$ cat src/rtl/otter_mem_pkg.sv
// Shared types and lane helpers for the OTTER memory-port to AXI4-Lite bridge.
//   size_t  : CPU access size encoding (3 is not listed and behaves as WORD)
//   state_t : bridge FSM states, also exported on the bridge debug port
//   align_offset / lane_strb / size_mask : byte-lane arithmetic on a 32-bit bus
package otter_mem_pkg;

    typedef enum logic [1:0] {
        BYTE = 2'd0,
        HALF = 2'd1,
        WORD = 2'd2
    } size_t;

    typedef enum logic [2:0] {
        IDLE  = 3'd0,
        WR    = 3'd1,   // AW and W outstanding
        WRESP = 3'd2,
        RADDR = 3'd3,
        RDATA = 3'd4,
        DONE  = 3'd5
    } state_t;

    // Force a byte offset down to the natural alignment of the access size.
    function automatic logic [1:0] align_offset(input logic [1:0] off, input logic [1:0] sz);
        logic [1:0] r;
        if (sz == BYTE)      r = off;
        else if (sz == HALF) r = {off[1], 1'b0};
        else                 r = 2'b00;
        return r;
    endfunction

    // Byte strobes for an access of size sz starting at byte lane off.
    function automatic logic [3:0] lane_strb(input logic [1:0] sz, input logic [1:0] off);
        logic [3:0] base;
        if (sz == BYTE)      base = 4'b0001;
        else if (sz == HALF) base = 4'b0011;
        else                 base = 4'b1111;
        return base << off;
    endfunction

    // Mask that keeps the low 8/16/32 bits of a right-aligned read value.
    function automatic logic [31:0] size_mask(input logic [1:0] sz);
        logic [31:0] m;
        if (sz == BYTE)      m = 32'h0000_00FF;
        else if (sz == HALF) m = 32'h0000_FFFF;
        else                 m = 32'hFFFF_FFFF;
        return m;
    endfunction

endpackage

$ cat src/rtl/otter_axi_rw_bridge_if.sv
// Single-beat AXI4-Lite bus between the bridge (master) and memory/interconnect (slave).
// Channels: AW (awaddr/awprot/awvalid/awready), W (wdata/wstrb/wvalid/wready),
//           B (bresp/bvalid/bready), AR (araddr/arprot/arvalid/arready),
//           R (rdata/rresp/rvalid/rready).
//
// Handshake rule on every channel: a beat transfers on the rising clk edge where
// valid and ready are both 1. Once valid is raised it stays high, with its
// payload stable, until that edge; ready may rise and fall freely and never
// has to wait for valid.
interface otter_axi_rw_bridge_if #(
    parameter int ADDR_W = 32,
    parameter int DATA_W = 32
);
    logic [ADDR_W-1:0]   awaddr;
    logic [2:0]          awprot;
    logic                awvalid;
    logic                awready;
    logic [DATA_W-1:0]   wdata;
    logic [DATA_W/8-1:0] wstrb;
    logic                wvalid;
    logic                wready;
    logic [1:0]          bresp;
    logic                bvalid;
    logic                bready;
    logic [ADDR_W-1:0]   araddr;
    logic [2:0]          arprot;
    logic                arvalid;
    logic                arready;
    logic [DATA_W-1:0]   rdata;
    logic [1:0]          rresp;
    logic                rvalid;
    logic                rready;

    modport master (
        output awaddr, awprot, awvalid, wdata, wstrb, wvalid, bready,
               araddr, arprot, arvalid, rready,
        input  awready, wready, bresp, bvalid, arready, rdata, rresp, rvalid
    );

    modport slave (
        input  awaddr, awprot, awvalid, wdata, wstrb, wvalid, bready,
               araddr, arprot, arvalid, rready,
        output awready, wready, bresp, bvalid, arready, rdata, rresp, rvalid
    );
endinterface

$ cat src/rtl/otter_lane_align.sv
// Combinational byte-lane steering for a 32-bit bus.
//   size, offset : access size and (already aligned) byte offset
//   wr_data      : right-aligned CPU write data -> wdata placed on its lanes
//   wstrb        : byte strobes matching wdata
//   rd_data      : raw bus read data -> rd_value right-aligned and zero-extended
module otter_lane_align
    import otter_mem_pkg::*;
(
    input  logic [1:0]  size,
    input  logic [1:0]  offset,
    input  logic [31:0] wr_data,
    input  logic [31:0] rd_data,
    output logic [3:0]  wstrb,
    output logic [31:0] wdata,
    output logic [31:0] rd_value
);
    logic [4:0] shamt;

    assign shamt    = {offset, 3'b000};
    assign wstrb    = lane_strb(size, offset);
    // Upper din bits are not masked: strobes already mark the valid lanes.
    assign wdata    = wr_data << shamt;
    assign rd_value = (rd_data >> shamt) & size_mask(size);
endmodule

$ cat src/rtl/otter_axi_rw_bridge.sv
// Turns the OTTER single-access memory port into single-beat AXI4-Lite transactions.
// The requester sees a blocking access: stall stays high until the AXI response
// has returned, then drops for exactly one cycle (DONE).
//   clk, rst          : clock, synchronous active-high reset
//   mem_read/mem_write: level requests held by the CPU until stall falls
//   size, addr, din   : access size, byte address, right-aligned write data
//   dout              : last completed read, right-aligned, zero-extended
//   stall             : access in flight
//   dbg_state         : current FSM state
//   axi               : AXI4-Lite master side
module otter_axi_rw_bridge
    import otter_mem_pkg::*;
#(
    parameter int ADDR_W = 32,
    parameter int DATA_W = 32
) (
    input  logic              clk,
    input  logic              rst,
    input  logic              mem_read,
    input  logic              mem_write,
    input  logic [1:0]        size,
    input  logic [ADDR_W-1:0] addr,
    input  logic [DATA_W-1:0] din,
    output logic [DATA_W-1:0] dout,
    output logic              stall,
    output state_t            dbg_state,
    otter_axi_rw_bridge_if.master axi
);
    state_t            state, next_state;
    logic [ADDR_W-1:0] req_addr;     // already naturally aligned
    logic [1:0]        req_size;
    logic [DATA_W-1:0] req_din;
    logic              aw_done, w_done;
    logic              aw_hs, w_hs;
    logic [ADDR_W-1:0] aligned_addr;
    logic [31:0]       rd_value;
    logic              unused_resp;

    assign aligned_addr = {addr[ADDR_W-1:2], align_offset(addr[1:0], size)};

    // Response codes are deliberately ignored; error responses complete normally.
    assign unused_resp = ^{axi.bresp, axi.rresp};

    // Valids come straight from registered state, so they rise the cycle after
    // IDLE accepts and never depend combinationally on the slave.
    assign axi.awvalid = (state == WR) && !aw_done;
    assign axi.wvalid  = (state == WR) && !w_done;
    assign axi.bready  = (state == WRESP);
    assign axi.arvalid = (state == RADDR);
    assign axi.rready  = (state == RDATA);
    assign axi.awaddr  = req_addr;
    assign axi.araddr  = req_addr;
    assign axi.awprot  = 3'b000;
    assign axi.arprot  = 3'b000;

    assign aw_hs = axi.awvalid & axi.awready;
    assign w_hs  = axi.wvalid & axi.wready;

    assign stall     = (mem_read | mem_write) && (state != DONE) && !rst;
    assign dbg_state = state;

    otter_lane_align u_lane_align (
        .size     (req_size),
        .offset   (req_addr[1:0]),
        .wr_data  (req_din),
        .rd_data  (axi.rdata),
        .wstrb    (axi.wstrb),
        .wdata    (axi.wdata),
        .rd_value (rd_value)
    );

    always_comb begin
        next_state = state;
        case (state)
            IDLE: begin
                if (mem_write)     next_state = WR;
                else if (mem_read) next_state = RADDR;
            end
            // AW and W may finish in either order or together.
            WR:    if ((aw_done | aw_hs) && (w_done | w_hs)) next_state = WRESP;
            WRESP: if (axi.bvalid)  next_state = DONE;
            RADDR: if (axi.arready) next_state = RDATA;
            RDATA: if (axi.rvalid)  next_state = DONE;
            DONE:  next_state = IDLE;
            default: next_state = IDLE;
        endcase
    end

    always_ff @(posedge clk) begin
        if (rst) begin
            state    <= IDLE;
            req_addr <= '0;
            req_size <= 2'b00;
            req_din  <= '0;
            aw_done  <= 1'b0;
            w_done   <= 1'b0;
            dout     <= '0;
        end else begin
            state <= next_state;
            if (state == IDLE) begin
                aw_done <= 1'b0;
                w_done  <= 1'b0;
                if (mem_write || mem_read) begin
                    req_addr <= aligned_addr;
                    req_size <= size;
                    req_din  <= din;
                end
            end else if (state == WR) begin
                if (aw_hs) aw_done <= 1'b1;
                if (w_hs)  w_done  <= 1'b1;
            end
            if (state == RDATA && axi.rvalid) dout <= rd_value;
        end
    end
endmodule

$ cat src/flat_wrapper.sv
// flat-port wrapper written by rule: the top's interface ports become plain ports
module otter_axi_rw_bridge_flat import otter_mem_pkg::*;
#(
    parameter int ADDR_W = 32,
    parameter int DATA_W = 32
)
  (clk, rst, mem_read, mem_write, size, addr, din, dout, stall, dbg_state, axi_awaddr, axi_awprot, axi_awvalid, axi_wdata, axi_wstrb, axi_wvalid, axi_bready, axi_araddr, axi_arprot, axi_arvalid, axi_rready, axi_awready, axi_wready, axi_bresp, axi_bvalid, axi_arready, axi_rdata, axi_rresp, axi_rvalid);
  otter_axi_rw_bridge_if #(.ADDR_W(ADDR_W), .DATA_W(DATA_W)) axi_i ();
  input  logic clk;
  input  logic rst;
  input  logic mem_read;
  input  logic mem_write;
  input  logic [1:0] size;
  input  logic [ADDR_W-1:0] addr;
  input  logic [DATA_W-1:0] din;
  output logic [DATA_W-1:0] dout;
  output logic stall;
  output state_t dbg_state;
  output wire logic [$bits(axi_i.awaddr)-1:0] axi_awaddr;
  output wire logic [$bits(axi_i.awprot)-1:0] axi_awprot;
  output wire logic [$bits(axi_i.awvalid)-1:0] axi_awvalid;
  output wire logic [$bits(axi_i.wdata)-1:0] axi_wdata;
  output wire logic [$bits(axi_i.wstrb)-1:0] axi_wstrb;
  output wire logic [$bits(axi_i.wvalid)-1:0] axi_wvalid;
  output wire logic [$bits(axi_i.bready)-1:0] axi_bready;
  output wire logic [$bits(axi_i.araddr)-1:0] axi_araddr;
  output wire logic [$bits(axi_i.arprot)-1:0] axi_arprot;
  output wire logic [$bits(axi_i.arvalid)-1:0] axi_arvalid;
  output wire logic [$bits(axi_i.rready)-1:0] axi_rready;
  input wire logic [$bits(axi_i.awready)-1:0] axi_awready;
  input wire logic [$bits(axi_i.wready)-1:0] axi_wready;
  input wire logic [$bits(axi_i.bresp)-1:0] axi_bresp;
  input wire logic [$bits(axi_i.bvalid)-1:0] axi_bvalid;
  input wire logic [$bits(axi_i.arready)-1:0] axi_arready;
  input wire logic [$bits(axi_i.rdata)-1:0] axi_rdata;
  input wire logic [$bits(axi_i.rresp)-1:0] axi_rresp;
  input wire logic [$bits(axi_i.rvalid)-1:0] axi_rvalid;
  assign axi_awaddr = axi_i.awaddr;
  assign axi_awprot = axi_i.awprot;
  assign axi_awvalid = axi_i.awvalid;
  assign axi_wdata = axi_i.wdata;
  assign axi_wstrb = axi_i.wstrb;
  assign axi_wvalid = axi_i.wvalid;
  assign axi_bready = axi_i.bready;
  assign axi_araddr = axi_i.araddr;
  assign axi_arprot = axi_i.arprot;
  assign axi_arvalid = axi_i.arvalid;
  assign axi_rready = axi_i.rready;
  assign axi_i.awready = axi_awready;
  assign axi_i.wready = axi_wready;
  assign axi_i.bresp = axi_bresp;
  assign axi_i.bvalid = axi_bvalid;
  assign axi_i.arready = axi_arready;
  assign axi_i.rdata = axi_rdata;
  assign axi_i.rresp = axi_rresp;
  assign axi_i.rvalid = axi_rvalid;
  otter_axi_rw_bridge #(.ADDR_W(ADDR_W), .DATA_W(DATA_W)) u_core (.clk(clk), .rst(rst), .mem_read(mem_read), .mem_write(mem_write), .size(size), .addr(addr), .din(din), .dout(dout), .stall(stall), .dbg_state(dbg_state), .axi(axi_i));
endmodule
$ cat config.mk
export PLATFORM = sky130hd
export DESIGN_NAME = otter_axi_rw_bridge_flat
export DESIGN_NICKNAME = d
export VERILOG_FILES = /design/src/rtl/otter_mem_pkg.sv /design/src/rtl/otter_axi_rw_bridge_if.sv /design/src/rtl/otter_lane_align.sv /design/src/rtl/otter_axi_rw_bridge.sv /design/src/flat_wrapper.sv
export SDC_FILE = /design/constraint.sdc
export NUM_CORES = 1
export LEC_CHECK = 0
export ABC_CLOCK_PERIOD_IN_PS = 1750
export CORE_MARGIN = 8
export CORE_UTILIZATION = 41
export DETAILED_ROUTE_END_ITERATION = 10
export GPL_TIMING_DRIVEN = 0
export PLACE_DENSITY = 0.83
export SETUP_SLACK_MARGIN = 0.15
export SLEW_MARGIN = 20
export SYNTH_ARGS = -nofsm -noshare
export SYNTH_HDL_FRONTEND = slang
export SYNTH_SLANG_ARGS = --single-unit
$ cat constraint.sdc
create_clock -name clk -period 1.75 [get_ports clk]
set_input_delay 0.35 -clock clk [delete_from_list [all_inputs] [get_ports clk]]
set_output_delay 0.35 -clock clk [all_outputs]
set_load 0.005 [all_outputs]
; ---- Word-level counts from Yosys, hierarchy flattened
; Index checks and enable logic that the tools add are counted.
[word_totals]
regBits = 103
input_bits = 111
elab_cells = 59
[classes]
n_reduce_logical = 18
n_bitwise = 6
mux = 13
eq_ne = 12
shifts = 3
[ops]
columns = operator, count
row1 = 32-bit two-way mux, 2
row2 = 32-bit AND, 1
row3 = 32-bit by 5-bit left shift with 32-bit output, 1
row4 = 32-bit by 5-bit right shift with 32-bit output, 1
row5 = 3-bit two-way mux, 6
row6 = 3-bit case mux with 5 select lines, 1
row7 = 4-bit two-way mux, 2
row8 = "2-bit by 1-bit != test with 1-bit output, second input constant", 4
row9 = "3-bit by 2-bit == test with 1-bit output, second input constant", 2
row10 = 1-bit logical AND, 6
row11 = "3-bit != test, second input constant", 2
row12 = 2-bit AND reduction, 3
row13 = 5-bit AND reduction, 1
row14 = "2-bit by 1-bit == test with 1-bit output, second input constant", 2
row15 = 2-bit logical NOT, 2
row16 = 2-bit two-way mux, 2
row17 = 4-bit by 2-bit left shift with 4-bit output, 1
row18 = "3-bit by 1-bit == test with 1-bit output, second input constant", 1
row19 = "3-bit == test, second input constant", 1
row20 = 1-bit logical NOT, 3
row21 = 3-bit logical NOT, 1
row22 = 1-bit bitwise OR, 3
row23 = 1-bit AND, 2
row24 = 2-bit OR reduction, 1
row25 = 1-bit logical OR, 1

; ---- Depth between registers and ports, before layout
; Gate-level depths: netlist (run 1).
[logic_depth]
word_depth = 7
mapped_depth = 6
mapped_depth_nobuf = 3

; ---- Hierarchy
; A second synthesis (run 1) with hierarchy kept.
[hier_totals]
hier_cells = 691
hier_area_um2 = 5258.8
[by_module_without_submodules]
columns = mod, cells_each, seq_area_each_um2, area_each_um2, n_inst
row1 = otter_axi_rw_bridge, 509, 2062.0, 4095.2, 1
row2 = otter_lane_align, 182, 0.0, 1163.6, 1

; ---- Worst setup path before layout (run 1)
; No wires, ideal clock.
[synth_path]
path_type = flip-flop to output port
start = reg u_core.req_addr[0], in the netlist u_core.axi.araddr[0]
end = out axi_wdata[16]
stages_incl_launch_ff = 7
arrival_time_ns = 1.302
path_slack_ns = 0.098
path_buffers = 3
t_required_ns = 1.400
path_cell_list = dfxtp_1 buf_4 nor2b_1 clkbuf_1 clkbuf_1 nand2_1 o21ai_0
[synth_between]
elab_chain_cells = 1
[synth_lines]
columns = item, line
row1 = "start, declared", otter_axi_rw_bridge.sv:30  ; logic [ADDR_W-1:0] req_addr;
row2 = "start signal, assigned", otter_axi_rw_bridge.sv:104  ; req_addr <= aligned_addr;
row3 = 32-bit by 5-bit left shift with 32-bit output, otter_lane_align.sv:22  ; assign wdata = wr_data << shamt;
row4 = "end, declared", flat_wrapper.sv:22  ; output wire logic [$bits(axi_i.wdata)-1:0] axi_wdata;
; Every way passes these cells.

; ---- Final worst setup path (run 1)
[layout_path]
start = reg u_core.req_addr[1], in the netlist u_core.axi.araddr[1]
end = out axi_wdata[29]
; The elaborated chain is that of the path after synthesis.

==> results.toml, run 1 <==
[yosys]
synth_top_family_by_area = "compound AO/OA/AOI/OAI gates"
ys_seq_area_frac = 0.3938
muxShareOfSynthArea = 0.09940
netlist_instances = 647
synth-compound-area-share = 0.2162
synth_xor_area_frac = 0
yosys_register_bits = 103
ys_warn_count = 0
synth_cell_types = 37
synthAdderAreaFrac = 0
syn_avg_cell_area_um2 = 8.093
synth-simple-area-share = 0.1754
syn_area_um2 = 5236

[grt]
grt_pass1_vias = 6397
grt_overflow_total = 0
grt_max_degree = 20
antenna_found_initial = 0
grtUsageTotal = 0.2657
grt_pass1_wl_um = 34080

[sta]
maxSlewViolCount = 0
relSlewSlack = 0.4800
clock_skew_ns = 0.006919
tightest_slew_ns = 0.7800
grt_setup_unrepaired = "yes"
setup_viol = 35
layout_setup_ws_ns = -0.1802
fin_crit_ns = 1.930
post-route-period-util = 1.103
hold_violations = 0
max_freq_ghz = 0.5181

[placement]
gp_congestion = 0.9025
numPortBuffers = 247
dp_hpwl_um = 16730
post_dp_cell_area_um2 = 7944
placed_cells = 1071
pre_cts_ws_ns = -1.086

[job]
cap_violations = 0

[cts]
cts_buffer_depth = 2
htreeDepth = 3
cts_tree = "built"
insertion_delay_ns = 0.36
cts_inserted_buffers = 9
clk_pin_slew_worst_paths_ns = 0.07
cts.sinks = 103
cts-root-buf = "clkbuf_16"

[power]
peakVddDrop_v = 0.0005225
leakage_uw = 0.004048
power.density_nw_per_um2 = 775.7

[layout]
nets = 1070
diodes = 0
fillers = 839
design_area_um2 = 9683
syn_to_final_growth_pct = 84.92
drive_gt1_frac = 0.3869
stdcell_count = 1136

[critical_path]
crit_type = "flip-flop to output port"
startpoint_type = "flip-flop"
endpoint_kind = "output port"
r2r_cells = 7
timing.rr.start = "u_core.dbg_state[1]"
cp_max_fo = 8
cp.arrival_ns = 1.58
worstPathRequired_ns = 1.40
timing.rr.end = "u_core.axi.araddr[26]"
r2r_setup_slack_ns = 0.12

[status]
status = "complete, but fails checks"
violations = "setup timing"

[routing]
via_per_inst = 5.727
drt-pass1-iter-count = 8
drc = 0
ant_nets = 0
wirelength_um = 24970
wire_per_inst_um = 21.98
drt-initial-drc-count = 590
via_count = 6506

[die]
initial_core_util = 0.4166
die_y_um = 129.0
core_area_um2 = 12570
die_x_um = 129.0
ios = 258
dieArea_um2 = 16640
rows = 41

[worst_hold_path]
min_from = "u_core.dout[3]"
hold_path.class = "flip-flop to flip-flop"
hold_end = "u_core.dout[3]"
holdPathStages = 2
==> metal layers <==
metal	global-route usage	part of all wire
met4	0.1078	0.037
met5	0	0
met3	0.1039	0.10
met2	0.4486	0.49
met1	0.2942	0.37
==> logic make-up after synthesis <==
logic type             after synthesis
AO/OA/AOI/OAI                      211
buffers and inverters              109
flip-flops                         103
multiplexers                        41
other                                1
AND/OR/NAND/NOR                    182
==> what timing repair did <==
item	CTS	global route
hold buffers	0	0
setup buffers	30	13
setup endpoints to repair	174	139
gates cloned	3	3
gates resized for setup	381	236
pin swaps	14	57
==> cell usage after synthesis, drive strengths merged <==
library cell    n  area (um^2)
a21oi         105        525.5
dfxtp         103         2062
o21ai          83        415.4
nand3          72        360.4
buf            63        426.7
clkbuf         44        165.2
nand2          42        157.7
mux2i          25        250.2
nor2           17        63.81
nor2b          10        62.56
a211oi          9        67.56
nand4           9        56.30
a2bb2oi         8        70.07
and2            8        50.05
mux2            8        90.09
mux4            8        180.2
nand3b          8        60.06
nor3            7        40.04
nand2b          3        18.77
inv             2        7.510
or3             2        12.51
a2111oi         1        8.760
a211o           1        8.760
a221oi          1        8.760
a311oi          1        8.760
conb            1        3.750
nand4b          1        8.760
nand4bb         1        11.26
nor4bb          1        10.01
o221ai          1        8.760
o32a            1        10.01
or2             1        6.260
==> sequential cells by signal, indices dropped and copies added, names as in the netlist <==
| name | cells |
|---|---|
| u_core.dout | 32 |
| u_core.req_size | 2 |
| u_core.w_done | 1 |
| u_core.aw_done | 1 |
| u_core.dbg_state | 3 |
| u_core.axi.araddr | 32 |
| u_core.req_din | 32 |
==> per-stage QoR <==
| step | setup TNS (ns) | hold slack (ns) | power (uW) | util |
|---|---|---|---|---|
| floorplan | 0 | 0.4397 | 3640 | - |
| global placement | -55.01 | 0.4392 | 4775 | 0.6321 |
| detailed placement | -58.27 | 0.4458 | 4803 | 0.6321 |
| CTS | -3.844 | 0.4458 | 7034 | 0.6983 |
| global route | -5.964 | 0.4839 | 7785 | 0.7704 |
| finish | -4.418 | 0.4623 | 7512 | 0.7704 |
==> worst max path at each step <==
stage | from | cells past startpoint | slack, ns | to
global placement | mem_write | 6 | -1.06 | stall
global route | u_core.axi.araddr[0] | 6 | -0.24 | axi_wdata[11]
finish | u_core.axi.araddr[1] | 6 | -0.18 | axi_wdata[29]
detailed placement | mem_write | 6 | -1.09 | stall
CTS | u_core.axi.araddr[1] | 7 | -0.18 | axi_wdata[6]
floorplan | u_core.axi.araddr[0] | 4 | 0.18 | axi_wdata[0]
==> cells in the final DEF (no fill, tap or decap), types with 9 or more instances in the layout <==
cell type / count
a211oi_2: 9
a21oi_1: 79
o21ai_2: 19
o21ai_1: 28
buf_8: 10
dlymetal6s2s_1: 17
dfxtp_1: 66
clkdlybuf4s50_1: 148
dlygate4sd2_1: 37
nand4_1: 9
clkbuf_1: 19
buf_2: 41
buf_4: 78
nand3_4: 11
nor2_1: 11
dfxtp_2: 34
clkbuf_16: 14
buf_6: 22
o21ai_0: 35
a21oi_2: 26
mux2i_1: 15
nand3_1: 49
nand3_2: 12
mux2i_4: 9
nand2_1: 34
==> critical path: stages, from the launching register on <==
cell,delay (ns)
dfxtp_4,0.36
buf_12,0.14
buf_8,0.13
buf_16,0.13
a211oi_2,0.26
a21oi_2,0.05
buf_2,0.14
==> final cells by class <==
class                           instances  area [um^2]  share of cell area
Timing Repair Buffer                  296         2764              0.2854
Buffer                                107        953.4             0.09846
Inverter                                2        12.51            0.001292
Sequential cell                       103         2116              0.2185
Clock inverter                          7        92.59            0.009562
Multi-Input combinational cell        440         3304              0.3413
Tap cell                              172        215.2             0.02223
Clock buffer                            9        225.2             0.02326
==> report_power, final <==
group	internal, uW	switching (uW)	leakage, uW
Sequential	2540	203	0.000856
Combinational	1370	1240	0.00304
Clock	1150	1010	0.000155
(Power assumes the default switching activity.)
==> run 2, diff against run 1 <==
Settings changed: SYNTH_HIERARCHICAL set to 1.
==> results.toml, run 2 <==
[sta]
setup_viol = 40
tightest_slew_ns = 0.7951
fin_crit_ns = 1.983
maxSlewViolCount = 0
post-route-period-util = 1.133
max_freq_ghz = 0.5043
grt_setup_unrepaired = "yes"
relSlewSlack = 0.4680
hold_violations = 0
clock_skew_ns = 0.007308
fin_setup_tns_ns = -3.832
layout_setup_ws_ns = -0.2331

[die]
core_area_um2 = 12570
dieArea_um2 = 16710
ios = 258
die_y_um = 129.3
die_x_um = 129.3
initial_core_util = 0.4184
rows = 41

[yosys]
synth_area_leader_cell = "dfxtp_1"
syn_avg_cell_area_um2 = 7.610
netlist_instances = 691
syn_area_um2 = 5259
netlist_top_cells_area = "dfxtp_1 (39%), nand2_1 (14%), a21oi_1 (11%)"
yosysTopAreaCellShare = 0.3921
synth-edff-count = 0
synthTopCellsByCount = "nand2_1 (202), a21oi_1 (119), dfxtp_1 (103)"
ys_warn_count = 6
async_reset_ff_frac = 0
ys_seq_area_frac = 0.3921
synth_cell_types = 39
yosysMostFrequentCell = "nand2_1"
yosys_register_bits = 103
synth_ff_type = "dfxtp_1"

[job]
cap_violations = 0

[critical_path]
worstPathRequired_ns = 1.40
cpPeakStageDelay_ns = 0.39
crit_type = "flip-flop to output port"
startpoint_type = "flip-flop"
crit_family = "buffers and inverters"
cp_max_fo = 10
timing.rr.start = "u_core/axi.araddr[0]"
cp_num_buf_inv = 3
cp.arrival_ns = 1.63
crit_slowest_cell = "dfxtp_4"
setup.worst_path.start = "u_core/axi.araddr[0]"
crit_chain = "buf_8, buf_4, a211oi_1, a21oi_2, buf_2"
endpoint_kind = "output port"

[routing]
wirelength_um = 24790
ant_nets = 0
via_count = 6469
wire_per_inst_um = 20.59
drt-initial-drc-count = 544
drc = 0
via_per_inst = 5.373
drt-pass1-iter-count = 5

[cts]
cts-root-buf = "clkbuf_16"
insertion_delay_ns = 0.34
cts_inserted_buffers = 9
ctsHoldBuffers = 0
htreeDepth = 3
cts.sinks = 103
cts_buffer_depth = 2
cts_tree = "built"
clk_pin_slew_worst_paths_ns = 0.07

[layout]
fillers = 719
fin_util = 0.8270
seqCellArea_um2 = 2146
layout_commonest_cell = "clkdlybuf4s50_1"
nets = 1138
diodes = 0
multiInputGateArea_um2 = 3645
drive_gt1_frac = 0.4438
design_area_um2 = 10390
layout_common_cells = "clkdlybuf4s50_1 (142), nand2_1 (135), buf_4 (77)"
stdcell_count = 1204
syn_to_final_growth_pct = 97.64

[power]
leakage_uw = 0.004704
peakVddDrop_v = 0.0008761
power.density_nw_per_um2 = 1296

[grt]
grt_pass1_wl_um = 31770
grt_max_degree = 19
grtUsageTotal = 0.2413
antenna_found_initial = 0
grt_pass1_vias = 6235
grt_overflow_total = 0

[placement]
placed_cells = 1114
dp_hpwl_um = 15460
gp_congestion = 0.8985
numPortBuffers = 246
post_dp_cell_area_um2 = 7955
pre_cts_ws_ns = -0.5567

[status]
status = "complete, but fails checks"
violations = "setup timing"

[worst_hold_path]
min_from = "u_core/dout[18]"
hold_path.class = "flip-flop to flip-flop"
-- run 2: per-stage QoR --
stage	hold slack (ns)	total power [uW]
after floorplan	0.4318	5857
after global placement	0.4408	8292
after detailed placement	0.4485	8345
after CTS	0.4571	10960
after global routing	0.4669	14020
final	0.4607	13470
-- run 2: what timing repair did --
action | 4_1_cts | 5_1_grt
setup endpoints to repair | 163 | 142
gates resized for setup | 356 | 331
gates cloned | 5 | 8
pin swaps | 22 | 138
buffers inserted | 43 | 18
endpoints found under the hold margin | 0 | 0
-- run 2: worst paths after layout --
path	end	slack, ns	cells after the start
hold / removal	u_core/dout[18]	0.46	2
setup / recovery	axi_wdata[24]	-0.23	5
hold reg to reg	u_core/dout[18]	0.46	2
setup reg to reg	u_core/dout[3]	0.05	9
-- run 2: worst min-delay path, stage by stage, from the launching register on --
cell and delay [ns]:
dfxtp_1 0.31, nand2_1 0.05, a21oi_1 0.05
-- run 2: kinds of logic after synthesis --
| kind of cell | synth area share |
|---|---|
| compound gates | 0.1894 |
| buf+inv | 0.1223 |
| flops | 0.3921 |
| mux | 0.04759 |
| other cells | 0.0007131 |
| simple gates | 0.2479 |
-- run 2: routing by layer --
metal  up-vias  share of wire  global-route usage  routed length (um)
li1       2927              -                   -                   -
met1      3052           0.36              0.2662                9028
met2       404           0.50              0.4072               12360
met3        86          0.094             0.07847                2325
met4         0          0.043              0.1258                1073
met5         -              0                   0                   0
-- run 2: final cells by class --
cell class / instances / share of cell area
multi-input cells: 497 / 0.3507
clock inverters: 7 / 0.007343
clock buffers: 9 / 0.02167
inverters: 4 / 0.001806
repair buffers: 319 / 0.3050
well taps: 172 / 0.02071
plain buffers: 93 / 0.08631
flip-flops and latches: 103 / 0.2065
-- run 2: report_power, final --
part	total [uW]	leakage, uW	switching [uW]	internal [uW]
clock	2070	0.000143	948	1120
sequential	3520	0.000860	639	2880
combinational	7870	0.00370	3620	4250
total	13500	0.00470	5210	8260
==> run 3, diff against run 2 <==
Settings changed: RECOVER_POWER set to 25, REMOVE_ABC_BUFFERS set to 1.
==> results.toml, run 3 (synthesis results as in run 2) <==
[status]
status = "complete, but fails checks"
violations = "setup timing"

[placement]
pre_cts_ws_ns = -1.006
dp_hpwl_um = 12620
placed_cells = 1029
numPortBuffers = 247
gp_congestion = 0.7896

[power]
p_comb_frac = 0.564
power.density_nw_per_um2 = 1284
p_switching_uw = 4814
total_power_uw = 12330
leakage_uw = 0.003803
peakVddDrop_v = 0.0008605
intPower_uw = 7521
power_frac_seq = 0.273
p_clk_frac = 0.163
switching_share = 0.3903

[cts]
cts_inserted_buffers = 9
cts_buffer_depth = 2
ctsHoldBuffers = 0
insertion_delay_ns = 0.35
htreeDepth = 3
clk_pin_slew_worst_paths_ns = 0.07
cts-root-buf = "clkbuf_16"
cts_tree = "built"
cts.sinks = 103

[routing]
wire_per_inst_um = 21.88
via_per_inst = 5.544
ant_nets = 0
drt-pass1-iter-count = 5
drt-initial-drc-count = 461
wirelength_um = 25090
via_count = 6359
drc = 0

[critical_path]
worstPathRequired_ns = 1.40
timing.rr.start = "u_core/axi.araddr[0]"
crit_chain = "buf_8, buf_16, nor2b_4, buf_6, nand2_4, o21ai_4, buf_2"
crit_family = "buffers and inverters"
r2r_cells = 10
cp_num_buf_inv = 4
cpPeakStageDelay_ns = 0.37
cp.arrival_ns = 1.68
crit_slowest_cell = "dfxtp_4"
endpoint_kind = "output port"
startpoint_type = "flip-flop"
timing.rr.end = "u_core/dout[6]"
r2r_setup_slack_ns = -0.12
cp_max_fo = 6
crit_type = "flip-flop to output port"

[sta]
relSlewSlack = 0.4752
layout_setup_ws_ns = -0.2825
grt_setup_unrepaired = "yes"
post-route-period-util = 1.161
maxSlewViolCount = 0
tightest_slew_ns = 0.7872
fin_setup_tns_ns = -5.029
setup_viol = 42
clock_skew_ns = 0.007374
max_freq_ghz = 0.4920
hold_violations = 0
fin_crit_ns = 2.033

[layout]
stdcell_count = 1147
syn_to_final_growth_pct = 82.73
layout_commonest_cell = "nand2_1"
multiInputGateArea_um2 = 3403
seqCellArea_um2 = 2102
layout_common_cells = "nand2_1 (168), clkdlybuf4s50_1 (165), a21oi_1 (84)"
nets = 1081
diodes = 0
fillers = 836
fin_util = 0.7646
drive_gt1_frac = 0.3477

[worst_hold_path]
hold_end = "u_core/req_din[31]"
hold_path.class = "flip-flop to flip-flop"
min_from = "u_core/req_din[31]"
holdPathStages = 2

[grt]
met1_usage = 0.2735
grtUsageTotal = 0.2502
grt_pass1_wl_um = 32290
grt_overflow_total = 0
grt_max_degree = 60
grt_pass1_vias = 5879
grt_use_met2 = 0.4409
busiest_layer = "met2"
antenna_found_initial = 0
use_met3 = 0.08422

[die]
die_y_um = 129.3
die_x_um = 129.3
core_area_um2 = 12570
ios = 258
initial_core_util = 0.4184
rows = 41
dieArea_um2 = 16710

[job]
cap_violations = 0
run 3: cell count changes in the layout (fill, tap and decap cells not counted), moves of 12 or more:
| cell | previous run | this run |
|---|---|---|
| clkdlybuf4s25_1 | 0 | 16 |
| dlymetal6s2s_1 | 23 | 6 |
| clkdlybuf4s50_1 | 142 | 165 |
| dfxtp_4 | 16 | 4 |
| nand2_1 | 135 | 168 |
| dlygate4sd2_1 | 38 | 15 |
| a21oi_1 | 50 | 84 |
| buf_4 | 77 | 31 |
| nand2_4 | 49 | 9 |
| a21oi_2 | 68 | 34 |
run 3: worst reg2reg max path, cell delays in order (launching register included):
cell and delay [ns]:
dfxtp_4 0.37, buf_8 0.14, buf_4 0.13, buf_12 0.13, buf_8 0.13, buf_8 0.14, buf_12 0.12, mux2i_4 0.18
a21oi_1 0.16, nand2_1 0.12, a21oi_2 0.18
run 3: cell type report:
class                   instances  share of cell area
clock buffers                  12             0.02786
inverters                       4            0.001562
clock inverters                 4            0.002734
multi-input cells             508              0.3542
well taps                     172             0.02240
repair buffers                344              0.3725
flip-flops and latches        103              0.2188
run 3: through the flow:
step	cell area (um^2)	hold WS [ns]
after floorplan	4649	0.4162
after global placement	7337	0.4372
after detailed placement	7436	0.4441
after CTS	8702	0.4549
after global routing	9609	0.4751
final	9609	0.4538
run 3: layer usage:
layer | vias to the layer above | wire length [um]
li1 | 2852 | -
met1 | 3059 | 9040
met2 | 373 | 12520
met3 | 75 | 2660
met4 | 0 | 873
met5 | - | 0
run 3: timing repair:
| action | 4_1_cts | 5_1_grt |
|---|---|---|
| cloned | 9 | 10 |
| pin swaps | 36 | 91 |
| buffers inserted | 63 | 22 |
| hold endpoints to repair | 0 | 0 |
| setup endpoints to repair | 184 | 172 |
| resized for setup | 314 | 200 |
run 3: worst max-delay path by stage:
stage          slack, ns  cells past startpoint            end                  from
2_1_floorplan      -1.37                      2   axi_wdata[0]  u_core/axi.araddr[0]
3_3_place_gp       -3.14                      3          stall                   rst
3_5_place_dp       -1.01                      4  axi_wdata[21]  u_core/axi.araddr[1]
4_1_cts            -0.27                      7  axi_wdata[21]  u_core/axi.araddr[0]
5_1_grt            -0.32                      7  axi_wdata[21]  u_core/axi.araddr[0]
6_report           -0.28                      7  axi_wdata[21]  u_core/axi.araddr[0]
run 3: power groups by stage:
stage	Sequential [uW]	Clock, uW	Combinational, uW
after global routing	3420	2140	7320
after detailed placement	3400	0	4340
after CTS	3280	2050	5520
after global placement	3270	0	3570
final	3360	2010	6960
after floorplan	3340	0	1830
